--- src/rtl/seq_pkg.sv ---
// Shared opcode, FSM-state and instruction-field definitions for the ROM sequencer.
package seq_pkg;

    localparam logic [2:0] OP_ADD = 3'd0;
    localparam logic [2:0] OP_SUB = 3'd1;
    localparam logic [2:0] OP_AND = 3'd2;
    localparam logic [2:0] OP_OR  = 3'd3;
    localparam logic [2:0] OP_MOV = 3'd4;
    localparam logic [2:0] OP_SHL = 3'd5;
    localparam logic [2:0] OP_SHR = 3'd6;
    localparam logic [2:0] OP_JMP = 3'd7;

    typedef enum logic [1:0] {
        S_IDLE  = 2'd0,
        S_FETCH = 2'd1,
        S_EXEC  = 2'd2
    } state_t;

    localparam int OP_HI = 10;
    localparam int OP_LO = 8;
    localparam int IMM_W = 8;

endpackage

--- src/rtl/seq_alu.sv ---
// Combinational accumulator ALU: one result plus carry/borrow and zero flags per opcode.
module seq_alu
    import seq_pkg::*;
#(
    parameter int DATA_W = 12
) (
    input  logic [2:0]        op,
    input  logic [DATA_W-1:0] acc,
    input  logic [IMM_W-1:0]  imm,
    output logic [DATA_W-1:0] result,
    output logic              carry,
    output logic              zero
);

    logic [DATA_W-1:0] imm_ext;
    logic [DATA_W:0]   sum;
    logic [DATA_W:0]   diff;
    logic [3:0]        shamt;
    logic              shift_all;

    always_comb begin
        imm_ext              = '0;
        imm_ext[IMM_W-1:0]   = imm;
        sum                  = {1'b0, acc} + {1'b0, imm_ext};
        // the extra MSB of an unsigned subtract is the borrow
        diff                 = {1'b0, acc} - {1'b0, imm_ext};
        shamt                = imm[3:0];
        shift_all            = (32'(shamt) >= DATA_W);
        result               = acc;
        carry                = 1'b0;
        case (op)
            OP_ADD: begin
                result = sum[DATA_W-1:0];
                carry  = sum[DATA_W];
            end
            OP_SUB: begin
                result = diff[DATA_W-1:0];
                carry  = diff[DATA_W];
            end
            OP_AND: result = acc & imm_ext;
            OP_OR:  result = acc | imm_ext;
            OP_MOV: result = imm_ext;
            OP_SHL: result = shift_all ? '0 : (acc << shamt);
            OP_SHR: result = shift_all ? '0 : (acc >> shamt);
            default: result = acc;
        endcase
        zero = (result == '0);
    end

endmodule

--- src/rtl/rom_sequencer.sv ---
// Fetch/execute controller for the program ROM: two cycles per instruction, accumulator datapath.
module rom_sequencer
    import seq_pkg::*;
#(
    parameter int ADDR_W = 3,
    parameter int DATA_W = 12
) (
    input  logic              clk,
    input  logic              rst,
    input  logic              run,
    output logic [ADDR_W-1:0] rom_addr,
    input  logic [10:0]       rom_data,
    output logic [DATA_W-1:0] acc,
    output logic              carry,
    output logic              zero,
    output logic              exec_valid,
    output logic [10:0]       ir
);

    state_t            state_q, state_d;
    logic [ADDR_W-1:0] pc_q, pc_d;
    logic [10:0]       ir_q, ir_d;
    logic [DATA_W-1:0] acc_q, acc_d;
    logic              carry_q, carry_d;
    logic              zero_q, zero_d;

    logic [2:0]        op;
    logic [IMM_W-1:0]  imm;
    logic [DATA_W-1:0] alu_result;
    logic              alu_carry;
    logic              alu_zero;

    assign op  = ir_q[OP_HI:OP_LO];
    assign imm = ir_q[IMM_W-1:0];

    seq_alu #(
        .DATA_W (DATA_W)
    ) u_alu (
        .op     (op),
        .acc    (acc_q),
        .imm    (imm),
        .result (alu_result),
        .carry  (alu_carry),
        .zero   (alu_zero)
    );

    always_ff @(posedge clk) begin
        if (rst) begin
            state_q <= S_IDLE;
            pc_q    <= '0;
            ir_q    <= '0;
            acc_q   <= '0;
            carry_q <= 1'b0;
            zero_q  <= 1'b1;
        end else begin
            state_q <= state_d;
            pc_q    <= pc_d;
            ir_q    <= ir_d;
            acc_q   <= acc_d;
            carry_q <= carry_d;
            zero_q  <= zero_d;
        end
    end

    always_comb begin
        state_d = state_q;
        case (state_q)
            S_IDLE:  if (run) state_d = S_FETCH;
            S_FETCH: state_d = S_EXEC;
            S_EXEC:  state_d = run ? S_FETCH : S_IDLE;
            default: state_d = S_IDLE;
        endcase
    end

    // datapath updates: IR loads at the end of FETCH, everything else at the end of EXEC
    always_comb begin
        pc_d    = pc_q;
        ir_d    = ir_q;
        acc_d   = acc_q;
        carry_d = carry_q;
        zero_d  = zero_q;
        if (state_q == S_FETCH) begin
            ir_d = rom_data;
        end else if (state_q == S_EXEC) begin
            if (op == OP_JMP) begin
                pc_d = imm[ADDR_W-1:0];
            end else begin
                pc_d    = pc_q + ADDR_W'(1);
                acc_d   = alu_result;
                carry_d = alu_carry;
                zero_d  = alu_zero;
            end
        end
    end

    always_comb begin
        exec_valid = (state_q == S_EXEC);
        rom_addr   = pc_q;
        acc        = acc_q;
        carry      = carry_q;
        zero       = zero_q;
        ir         = ir_q;
    end

endmodule

--- config.mk ---
export PLATFORM = sky130hd
export DESIGN_NAME = rom_sequencer
export DESIGN_NICKNAME = d
export VERILOG_FILES = /design/src/rtl/seq_pkg.sv /design/src/rtl/seq_alu.sv /design/src/rtl/rom_sequencer.sv
export SDC_FILE = /design/constraint.sdc
export NUM_CORES = 1
export LEC_CHECK = 0
export BUFFER_PORTS_ARGS = -buffer_cell sky130_fd_sc_hd__buf_2
export CAP_MARGIN = 20
export CORE_AREA = 8 8 106 70
export CTS_BUF_LIST = sky130_fd_sc_hd__clkbuf_16
export DETAILED_ROUTE_END_ITERATION = 12
export DIE_AREA = 0 0 114 78
export HOLD_SLACK_MARGIN = 0.08
export PLACE_DENSITY = 0.86
export SYNTH_ARGS = -nofsm -noshare
export SYNTH_HDL_FRONTEND = slang
export SYNTH_SLANG_ARGS = --single-unit
--- constraint.sdc ---
create_clock -name clk -period 7.75 [get_ports clk]
set_clock_uncertainty 0.05 [all_clocks]
set_input_delay 0.775 -clock clk [delete_from_list [all_inputs] [get_ports clk]]
set_output_delay 0.775 -clock clk [all_outputs]
set_load 0.01 [all_outputs]
==> impl_results.md, run 1 <==
- Comb pwr share: 0.320
- FMAX: 257 MHz
- Crit Reg-Reg Endpoint: zero$_SDFFE_PP1P_
- Lkg Pwr: approximately 1.5 nW
- DRT Wirelength: 13700 um
- NumNets Final: 566
- Slowest cell on crit path: dfxtp_1
- Sequential-to-total area share from yosys stat: 0.164
- Critical path arrival: 4.05 ns
- Max clock buf depth: 2
- Main area contributors after synthesis: dfxtp_1, ha_1, nand2_1, mux2i_1, nor2_1
- Die Wd: about 110 um
- Cells on worst reg2reg path: 11
- Hold Path Stages: 1
- Grt ovf: 0
- Design area: roughly 4000 um^2
- Crit-path cells: clkinv_1 -> ha_1 -> nand2b_1 -> o311ai_1 -> a211oi_1 -> or3_1 -> a32oi_1 -> nor3_1 -> nand2_1 -> or4b_1 -> o21ai_1
- Largest stage delay, worst path: around 0.66 ns
- Final setup TNS: 0 ns
- Sw Ratio: 0.362
- Type of origin of the critical path: flip-flop
- Slew Limit Fails: 0
- # Post-CTS Setup Buffers: 0
- H-tree Lvls: 2
- Fin crit period: about 4 ns
- Avg WL per Cell: 22.4 um
- Post-synthesis cell type count: 68
- Worst hold path type: flip-flop to flip-flop
- Synth async-reset ratio: 0
- Main synth FF type: dfxtp_1
- Via count: between 4000 and 5000
- Syn nets: roughly 550
- Clk slew on worst S/H paths: 0.05 ns
- Status: completed
- Most area-hungry cell type in the Yosys netlist: dfxtp_1
- Crit-path max FO: 17
- Pwr per Cell Area: 135 nW/um^2
- Number of port buffers: 42
- RSZ-0062 raised after global routing: false
- CTS tree: done
- Largest net degree at the start of global routing: 40
- Max-cap violations: 0
- Initial antenna violation count: 0
- # hold bufs at CTS: 0
- Clock buffer count from CTS: 5
- Post-synth EDFFs: 0
- Detailed-route DRC error count: 0
- Number of global-route vias before repair: ~3800
- CORE AREA: between 5000 and 6000 um^2
- Hold path endpoint: state_q[0]$_SDFFE_PP0P_
- Flop pwr share: 0.329
- First-pass GRT wire length: 21000 um
- Mapped Avg Cell Area: 7.26 um^2
- Int Power: roughly 0.34 mW
- Final period utilization: 0.502
- FF-to-FF setup slack: 3.86 ns
- Final Non-Filler Cells: approximately 610
- Synthesized cell area: 3650 um^2
- Hold path startpoint: state_q[0]$_SDFFE_PP0P_
- Layout Utilization: 0.678
- Initial core utilization: 0.626
- R2r startpoint: ir[3]$_SDFFE_PP0P_
- Clock network power share: 0.352
- Final antenna diode count: 0
- CP bufs+invs: 1
- Clock root cell: clkbuf_16
- Routability cong.: 1.00
- Die area: 8890 um^2
- Synth top area share: 0.164
- Max-slew headroom: 0.413
- I/O Pins: 43
- Endpoints failing hold: 0
- Mapped Cells: 503
- GRT Overall Usage: 0.297
- Share of layout cells above drive strength 1: 0.143
- Post-DP HPWL: around 10000 um
- Slew @ Worst Pin: 0.874 ns
- Crit path kind: flip-flop to flip-flop
- VDD IR max: between 0.00009 and 0.0001 V
- Clk sinks: 30
- Psw: 0.194 mW
- Dpl cell area: 3820 um^2
- Clock Latency Late Sink: 0.28 ns
- Cell Rows: 22
- Inst Count DP: 601
- Die H: 78 um
- Yosys reg bits: 30
- Ys Warns: 0
- Area delta synth->final: 8.32%
- Vias per cell: 6.98
- Number of fill cells in the layout: approximately 540
- Delay-heaviest family, CP: simple AND/OR/NAND/NOR gates
- Initial DRC Count: 543
- CP Capture Type: flip-flop
- First-pass iteration count of the detailed router: 5
- Data required, critical path: 7.91 ns
- Final ANT Viol Nets: 0
- Post-CTS resize count: 0
- Number of setup violations in the final report: 0
worst max path at each step:
stage	from	endpoint	slack, ns	depth (start not counted)
after floorplan	ir[1]$_SDFFE_PP0P_	zero$_SDFFE_PP1P_	4.69	12
after global placement	ir[3]$_SDFFE_PP0P_	zero$_SDFFE_PP1P_	4.10	11
after detailed placement	ir[3]$_SDFFE_PP0P_	zero$_SDFFE_PP1P_	4.03	11
after CTS	ir[3]$_SDFFE_PP0P_	zero$_SDFFE_PP1P_	4.03	11
after global routing	ir[1]$_SDFFE_PP0P_	zero$_SDFFE_PP1P_	3.72	12
final	ir[3]$_SDFFE_PP0P_	zero$_SDFFE_PP1P_	3.86	11
worst register-to-register path, delay by kind of cell (launching register included):
family,cells,cell delay (ns)
flops,1,0.66
compound gates,4,1.01
buf+inv,1,0.43
fa+ha+maj,1,0.51
simple gates,5,1.16
layer usage:
metal	track usage	up-vias	wire (um)
li1	-	1900	-
met5	0	-	0
met2	0.420	375	5360
met3	0.0981	51	2190
met1	0.416	1925	5710
met4	0.0872	0	412
through the flow:
stage                     power [mW]  hold WS, ns  setup slack [ns]
final                          0.535        0.419              3.86
after detailed placement       0.341        0.410              4.03
after floorplan                0.297        0.377              4.69
after global routing           0.553        0.468              3.72
after global placement         0.339        0.385              4.10
after CTS                      0.527        0.417              4.03
logic make-up (layout without fill, tap and decap cells):
| group | Yosys count | after routing | synth area share |
|---|---|---|---|
| adder cells (fa/ha/maj) | 28 | 28 | 0.100 |
| AND/OR/NAND/NOR | 188 | 188 | 0.242 |
| XOR/XNOR | 6 | 6 | 0.0144 |
| AO/OA/AOI/OAI | 159 | 159 | 0.297 |
| multiplexers | 28 | 28 | 0.0955 |
| flip-flops | 30 | 30 | 0.164 |
| buffers and inverters | 64 | 86 | 0.0870 |
area by class of cell:
cell class / count / area [um^2] / share of cell area
multi-input combinational: 409 / 2740 / 0.691
sequential: 30 / 601 / 0.152
timing repair buffer: 50 / 270 / 0.0683
clock buffer: 5 / 125 / 0.0316
inverter: 28 / 105 / 0.0266
tap: 84 / 105 / 0.0266
clock inverter: 3 / 16.3 / 0.00411
cells in the mapped netlist (all sizes together), types with 4 or more instances:
| cell | instances |
|---|---|
| nand2 | 64 |
| a21oi | 37 |
| or3 | 5 |
| o2111ai | 4 |
| nand4 | 5 |
| o211ai | 7 |
| buf | 19 |
| clkbuf | 17 |
| a211oi | 25 |
| a2111oi | 5 |
| a31oi | 9 |
| o31ai | 4 |
| o21a | 4 |
| o21ai | 28 |
| nor2b | 4 |
| nor3 | 15 |
| ha | 26 |
| o221ai | 6 |
| and3 | 6 |
| nand2b | 6 |
| nand3 | 8 |
| inv | 26 |
| xnor2 | 5 |
| dfxtp | 30 |
| o311ai | 5 |
| nor2 | 55 |
| nand3b | 4 |
| mux2i | 22 |
layout by cell type, fill, tap and decap left out, types with 5 or more instances in the layout:
master / netlist / final
nand2_1: 64 / 64
nor2_1: 55 / 55
buf_2: 8 / 42
a21oi_1: 37 / 37
dfxtp_1: 30 / 30
ha_1: 26 / 26
a211oi_1: 25 / 25
o21ai_0: 25 / 25
inv_1: 24 / 24
mux2i_1: 21 / 21
nor3_1: 15 / 15
a31oi_1: 9 / 9
nand3_1: 8 / 8
buf_4: 4 / 8
o211ai_1: 7 / 7
nand2b_1: 6 / 6
and3_1: 6 / 6
o221ai_1: 6 / 6
xnor2_1: 5 / 5
nand4_1: 5 / 5
clkbuf_16: 0 / 5
flip-flops by register name, summed over array words and instances (netlist names):
signal    flops
rom_addr      3
state_q       2
ir           11
zero          1
carry         1
acc          12
power by group through the flow:
stage | clock network, mW | logic (mW) | registers [mW]
floorplan | 0 | 0.121 | 0.175
global placement | 0 | 0.162 | 0.178
detailed placement | 0 | 0.163 | 0.178
CTS | 0.188 | 0.164 | 0.175
global route | 0.194 | 0.182 | 0.176
finish | 0.188 | 0.171 | 0.176
Note: power is estimated with default switching activity, not from simulation.
==> inputs of run 2 (changes only) <==
ABC_AREA = 1   (was default)
CORE_AREA = 8 8 116 75   (was 8 8 106 70)
DIE_AREA = 0 0 124 83   (was 0 0 114 78)
PLACE_DENSITY = 0.78   (was 0.86)
clock period = 3.5 ns   (was 7.75 ns; I/O delays follow)
==> run 2 against run 1 <==
Against the previous run:
- critical endpoint unchanged
- synthesized area increased by 0.72%
- clock-buffer cell count did not move
- critical path depth rose by 5
- register-to-register slack got worse by 3.1 ns
- combinational power increased to 2.6 times the previous value
- clock power is 120% higher
- highest routed layer unchanged
- via count up 11%
==> impl_results.md, run 2 <==
- Clk slew on worst S/H paths: around 0.050 ns
- R2r startpoint: ir[3]$_SDFFE_PP0P_
- CP Capture Type: flip-flop
- Synthesized cell area: 3680 um^2
- Top cell by count, worst path: nand2_1
- Adder-cell area share of the yosys netlist: 0.0993
- Clk sinks: 30
- Clock root cell: clkbuf_16
- Most area-hungry cell type in the Yosys netlist: nand2_1
- Crit-path max FO: 13
- # Post-CTS Setup Buffers: 0
- RSZ-0062 raised after global routing: false
- Slew Limit Fails: 0
- Commonest non-fill, non-tap cell in the layout: nand2_1
- Initial antenna violation count: 0
- Final ANT Viol Nets: 0
- Crit-path cells: clkinv_1 -> ha_1 -> nand2_1 -> inv_1 -> nand3_1 -> nand2_1 -> nand2_1 -> nand3_1 -> nand2_1 -> nor2_1 -> nand2_1 -> nand2_1 -> nand2_1 -> nor2_1 -> nand4_1 -> nand2_1
- Ys Warns: 0
- Routability cong.: 1.04
- Worst hold path type: input port to flip-flop
- Power, Total: 1.26 mW
- Area delta synth->final: 10.1%
- Post-DP HPWL: 10900 um
- Mux contribution to synthesized area: 0
- Final antenna diode count: 0
- Number of setup violations in the final report: 0
- Comb pwr share: 0.361
- Post-synthesis cell type count: 34
- Fin crit period: 2.77 ns
- Critical path arrival: 2.93 ns
- Avg WL per Cell: approximately 17 um
- Main area contributors after synthesis: nand2_1, dfxtp_1, nand3_1, inv_1, ha_1
- Number of flip-flops in the largest register: 12
- Crit path kind: flip-flop to flip-flop
- Largest net degree at the start of global routing: 30
- Final period utilization: 0.791
- FMAX: 361 MHz
- Die H: ~83 um
- Most common cell in the netlist: nand2_1
- First-pass iteration count of the detailed router: 8
- Cell Rows: 24
- Clock Latency Late Sink: around 0.27 ns
- Inst Count DP: 786
- Storage cell area: between 600 and 700 um^2
- Final setup TNS: 0 ns
- Post-synth EDFFs: 0
- Largest family of logic cells by synthesized area: simple AND/OR/NAND/NOR gates
- CP bufs+invs: 2
- Number of fill cells in the layout: roughly 750
- Slew @ Worst Pin: roughly 0.7 ns
- CTS tree: done
- Grt ovf: 0
- Simple-gate portion of the synthesized area: 0.454
- Synth async-reset ratio: 0
- Int Power: 0.757 mW
- Hold path startpoint: run
- Largest stage delay, worst path: 0.61 ns
- Max clock buf depth: 2
- # hold bufs at CTS: 0
- Max-slew headroom: 0.530
- Number of port buffers: 42
- Final Non-Filler Cells: 793
- Area of the multi-input gates: between 2000 and 3000 um^2
- VDD IR max: 0.000196 V
- Slowest cell on crit path: dfxtp_1
- H-tree Lvls: 2
- Die area: 10300 um^2
- Share of layout cells above drive strength 1: 0.0940
- Yosys reg bits: 30
- Sw Ratio: 0.397
- I/O Pins: between 40 and 50
- Synth top area share: 0.193
- Max-cap violations: 0
- Most frequent cells in the layout: nand2_1, nand3_1, inv_1
- Psw: about 0.5 mW
- Delay-heaviest family, CP: simple AND/OR/NAND/NOR gates
- Mapped Avg Cell Area: 5.46 um^2
- Mapped Cells: 674
- Pwr per Cell Area: a little over 300 nW/um^2
- Synth cell count leaders: nand2_1, nand3_1, inv_1
- Detailed-route DRC error count: 0
- Compound-cell area share of the yosys netlist: 0.148
- Number of global-route vias before repair: 4077
- Initial core utilization: 0.524
- Initial DRC Count: 786
- First-pass GRT wire length: ~21000 um
- Sequential-to-total area share from yosys stat: 0.163
- Vias per cell: 5.94
- Die Wd: 124 um
- CORE AREA: roughly 7000 um^2
- Clock network power share: 0.327
- Clock buffer count from CTS: 5
- Post-CTS resize count: 0
- Syn nets: 716
- Data required, critical path: 3.67 ns
- NumNets Final: around 740
- Status: completed
- Lkg Pwr: 2.22 nW
- CP startpoint: ir[3]$_SDFFE_PP0P_
- Via count: 4711
- GRT Overall Usage: 0.255
- Main synth FF type: dfxtp_1
- Type of origin of the critical path: flip-flop
- Endpoints failing hold: 0
- DRT Wirelength: 13800 um
- Post-synthesis xor/xnor area fraction: 0.00238
- Flop pwr share: 0.313
[run 2: cell types whose count changed after synthesis, sizes merged, moves of 12 or more]
cell,previous run,this run
a211oi,25,2
a21oi,37,49
inv,26,92
mux2i,22,0
nand2,64,191
nand3,8,120
nor2,55,67
nor3,15,3
[run 2: final timing paths]
| check | endpoint | slack [ns] | cells after the start |
|---|---|---|---|
| max | zero$_SDFFE_PP1P_ | 0.73 | 16 |
| min | state_q[0]$_SDFFE_PP0P_ | 0.25 | 3 |
| max reg2reg | zero$_SDFFE_PP1P_ | 0.73 | 16 |
| min reg2reg | state_q[0]$_SDFFE_PP0P_ | 0.40 | 1 |
[run 2: layout make-up]
| class | instances | share of cell area |
|---|---|---|
| repair buffers | 49 | 0.0649 |
| multi-input cells | 523 | 0.639 |
| clock inverters | 2 | 0.00247 |
| clock buffers | 5 | 0.0309 |
| inverters | 93 | 0.0862 |
| flip-flops and latches | 30 | 0.148 |
| well taps | 91 | 0.0281 |
[run 2: cells by family (layout without fill, tap and decap cells)]
group / Yosys count / after routing
adders and majority gates: 28 / 28
DFF: 30 / 30
xor gates and xnor gates: 1 / 1
AOI/OAI and AO/OA: 102 / 102
buffers and inverters: 121 / 149
and+or+nand+nor: 392 / 392
[run 2: per-layer routing]
metal  vias to the layer above  GRT usage  share of wire
li1                       2238          -              -
met1                      2108      0.393           0.46
met2                       346      0.331           0.38
met3                        19     0.0946           0.15
met4                         0     0.0183          0.011
met5                         -          0              0
[run 2: power by group through the flow]
stage	Clock (mW)	Combinational [mW]	Sequential, mW
after floorplan	0	0.314	0.392
after global placement	0	0.429	0.397
after detailed placement	0	0.432	0.398
after CTS	0.407	0.436	0.391
after global routing	0.425	0.498	0.394
final	0.410	0.453	0.393
[run 2: worst register-to-register path, cell delays in order (launching register included)]
cell and delay [ns]:
dfxtp_1 0.61, clkinv_1 0.17, ha_1 0.50, nand2_1 0.16, inv_1 0.10, nand3_1 0.10, nand2_1 0.07, nand2_1 0.04
nand3_1 0.07, nand2_1 0.06, nor2_1 0.25, nand2_1 0.12, nand2_1 0.08, nand2_1 0.06, nor2_1 0.09, nand4_1 0.10
nand2_1 0.08
[run 2: per-stage QoR]
step / util / setup slack, ns / cell area, um^2 / hold WS [ns]
2_1_floorplan: - / 1.07 / 3680 / 0.362
3_3_place_gp: 0.557 / 0.919 / 3920 / 0.370
3_5_place_dp: 0.557 / 0.883 / 3920 / 0.396
4_1_cts: 0.576 / 0.872 / 4050 / 0.258
5_1_grt: 0.576 / 0.511 / 4050 / 0.273
6_report: 0.576 / 0.733 / 4050 / 0.251
==> inputs of run 3 (changes only) <==
ABC_AREA = 0   (was 1)
CORE_AREA = 8 8 110 72   (was 8 8 116 75)
DIE_AREA = 0 0 118 80   (was 0 0 124 83)
PLACE_DENSITY = 0.81   (was 0.78)
clock period = 2.65 ns   (was 3.5 ns; I/O delays follow)
==> run 3 against run 2 <==
Against the previous run:
- the run now ends with negative setup slack left
- largest cell class unchanged
- sequential cell count unchanged
- wire length increased by 18%
- register-to-register slack got worse by 1.1 ns
- clock power increased by 39%
- global-route usage increased by 6.3 points
- critical endpoint unchanged
- critical path depth decreased by 6
==> impl_results.md, run 3 (same netlist as run 1, synthesis figures left out) <==
- Clk slew on worst S/H paths: 0.06 ns
- Data required, critical path: 2.81 ns
- Final period utilization: 1.14
- Final antenna diode count: 0
- Avg WL per Cell: around 23 um
- Number of fill cells in the layout: 435
- GRT busiest layer: met2
- GRT Overall Usage: 0.318
- Endpoints failing hold: 0
- Routability cong.: 1.08
- Number of port buffers: 42
- Initial core utilization: 0.574
- Clk sinks: 30
- Critical path arrival: 3.19 ns
- FMAX: 331 MHz
- Clock root cell: clkbuf_16
- Number of global-route vias before repair: about 4400
- Lkg Pwr: 2.09 nW
- Number of flip-flops in the largest register: 12
- Inst Count DP: 707
- I/O Pins: 43
- Slew Limit Fails: 0
- Crit path kind: flip-flop to flip-flop
- Initial DRC Count: 630
- Most frequent cells in the layout: buf_4, nand2_1, nor2_1
- Met2 Resource Use GR: 0.460
- CP endpoint: zero$_SDFFE_PP1P_
- Status: finished, violations left
- Max-slew headroom: 0.420
- DRT Wirelength: 16200 um
- Initial antenna violation count: 0
- Grt ovf: 0
- Slew @ Worst Pin: 0.868 ns
- Cell Rows: 23
- CP Capture Type: flip-flop
- CP startpoint: ir[1]$_SDFFE_PP0P_
- Area delta synth->final: 37.9%
- Via count: 4839
- Post-DP HPWL: between 10000 and 15000 um
- Max clock buf depth: 2
- RSZ-0062 raised after global routing: true
- Largest net degree at the start of global routing: 31
- Detailed-route DRC error count: 0
- H-tree Lvls: 2
- Share of layout cells above drive strength 1: 0.362
- Area of the multi-input gates: 2970 um^2
- Dpl ws: -0.323 ns
- GR Layer Usage met1: 0.433
- Clock Latency Late Sink: between 0.2 and 0.3 ns
- Final setup TNS: -0.587 ns
- Die area: about 9400 um^2
- First-pass GRT wire length: around 24000 um
- Commonest non-fill, non-tap cell in the layout: buf_4
- Crit-path max FO: 8
- Power, Total: 1.84 mW
- VDD IR max: 0.000218 V
- Failing checks: negative setup slack
- Final ANT Viol Nets: 0
- Vias per cell: 6.72
- Worst hold path type: input port to flip-flop
- Crit Reg-Reg Endpoint: zero$_SDFFE_PP1P_
- Worst setup margin: -0.375 ns
- NumNets Final: 674
- CTS tree: done
- Number of setup violations in the final report: 4
- # hold bufs at CTS: 0
- Fin crit period: 3.02 ns
- First-pass iteration count of the detailed router: 5
- Grt met3 use: 0.111
- R2r startpoint: ir[1]$_SDFFE_PP0P_
- Die H: approximately 80 um
- Hold slack: 0.174 ns
- Pwr per Cell Area: ~370 nW/um^2
- Storage cell area: 619 um^2
- Type of origin of the critical path: flip-flop
- Final Non-Filler Cells: 720
- CORE AREA: 6360 um^2
- Max-cap violations: 0
- Clock buffer count from CTS: 5
- Die Wd: 118 um
- Cells on worst reg2reg path: 10
- FF-to-FF setup slack: -0.37 ns
run 3: changes by cell type in the layout (fill, tap and decap cells not counted), sizes merged, moves of 11 or more:
cell / previous run / this run
a211oi: 2 / 25
nand3: 120 / 8
nand2: 191 / 64
nor2: 67 / 55
mux2i: 0 / 22
a21oi: 49 / 37
inv: 92 / 27
nor3: 3 / 15
buf: 49 / 158
o21ai: 39 / 28
run 3: per-stage QoR:
step | utilization | cell area (um^2)
6_report | 0.792 | 5040
5_1_grt | 0.792 | 5040
4_1_cts | 0.766 | 4870
3_5_place_dp | 0.735 | 4670
3_3_place_gp | 0.735 | 4670
2_1_floorplan | - | 3740
run 3: how the worst min path moves through the flow:
stage	depth (start not counted)	to	start	slack, ns
after floorplan	2	ir[1]$_SDFFE_PP0P_	rom_data[1]	0.34
after detailed placement	2	rom_addr[0]$_SDFFE_PP0P_	rom_addr[0]$_SDFFE_PP0P_	0.45
after global placement	1	state_q[0]$_SDFFE_PP0P_	state_q[0]$_SDFFE_PP0P_	0.43
final	3	ir[8]$_SDFFE_PP0P_	rom_data[8]	0.17
after CTS	3	ir[8]$_SDFFE_PP0P_	rom_data[8]	0.17
after global routing	3	ir[4]$_SDFFE_PP0P_	rom_data[4]	0.18
run 3: layout make-up:
cell class | count | share of cell area
Clock buffer | 5 | 0.0248
Tap cell | 87 | 0.0216
Clock inverter | 3 | 0.00248
Timing Repair Buffer | 158 | 0.215
Multi-Input combinational cell | 409 | 0.589
Inverter | 28 | 0.0236
Sequential cell | 30 | 0.123
run 3: layer usage:
layer | vias up | wire length [um]
li1 | 2109 | -
met4 | 0 | 528
met1 | 2243 | 6480
met5 | - | 0
met3 | 62 | 2650
met2 | 425 | 6590
run 3: power by group:
| group | switching, mW | internal, mW |
|---|---|---|
| Clock | 0.229 | 0.340 |
| Combinational | 0.422 | 0.350 |
| Sequential | 0.0307 | 0.472 |
run 3: worst max-delay path, stage by stage (launching register included):
cell	delay, ns
dfxtp_4	0.38
buf_4	0.19
mux2_4	0.33
mux2i_1	0.29
o22ai_1	0.21
nor4_1	0.33
and3_1	0.24
nand2b_1	0.12
o2111ai_1	0.13
or4b_1	0.54
o21ai_1	0.14
run 3: what timing repair did:
action | CTS | global route
pin swaps | 7 | 13
endpoints found under the setup margin | 5 | 8
resized for setup | 12 | 31
buffers inserted | 3 | 2
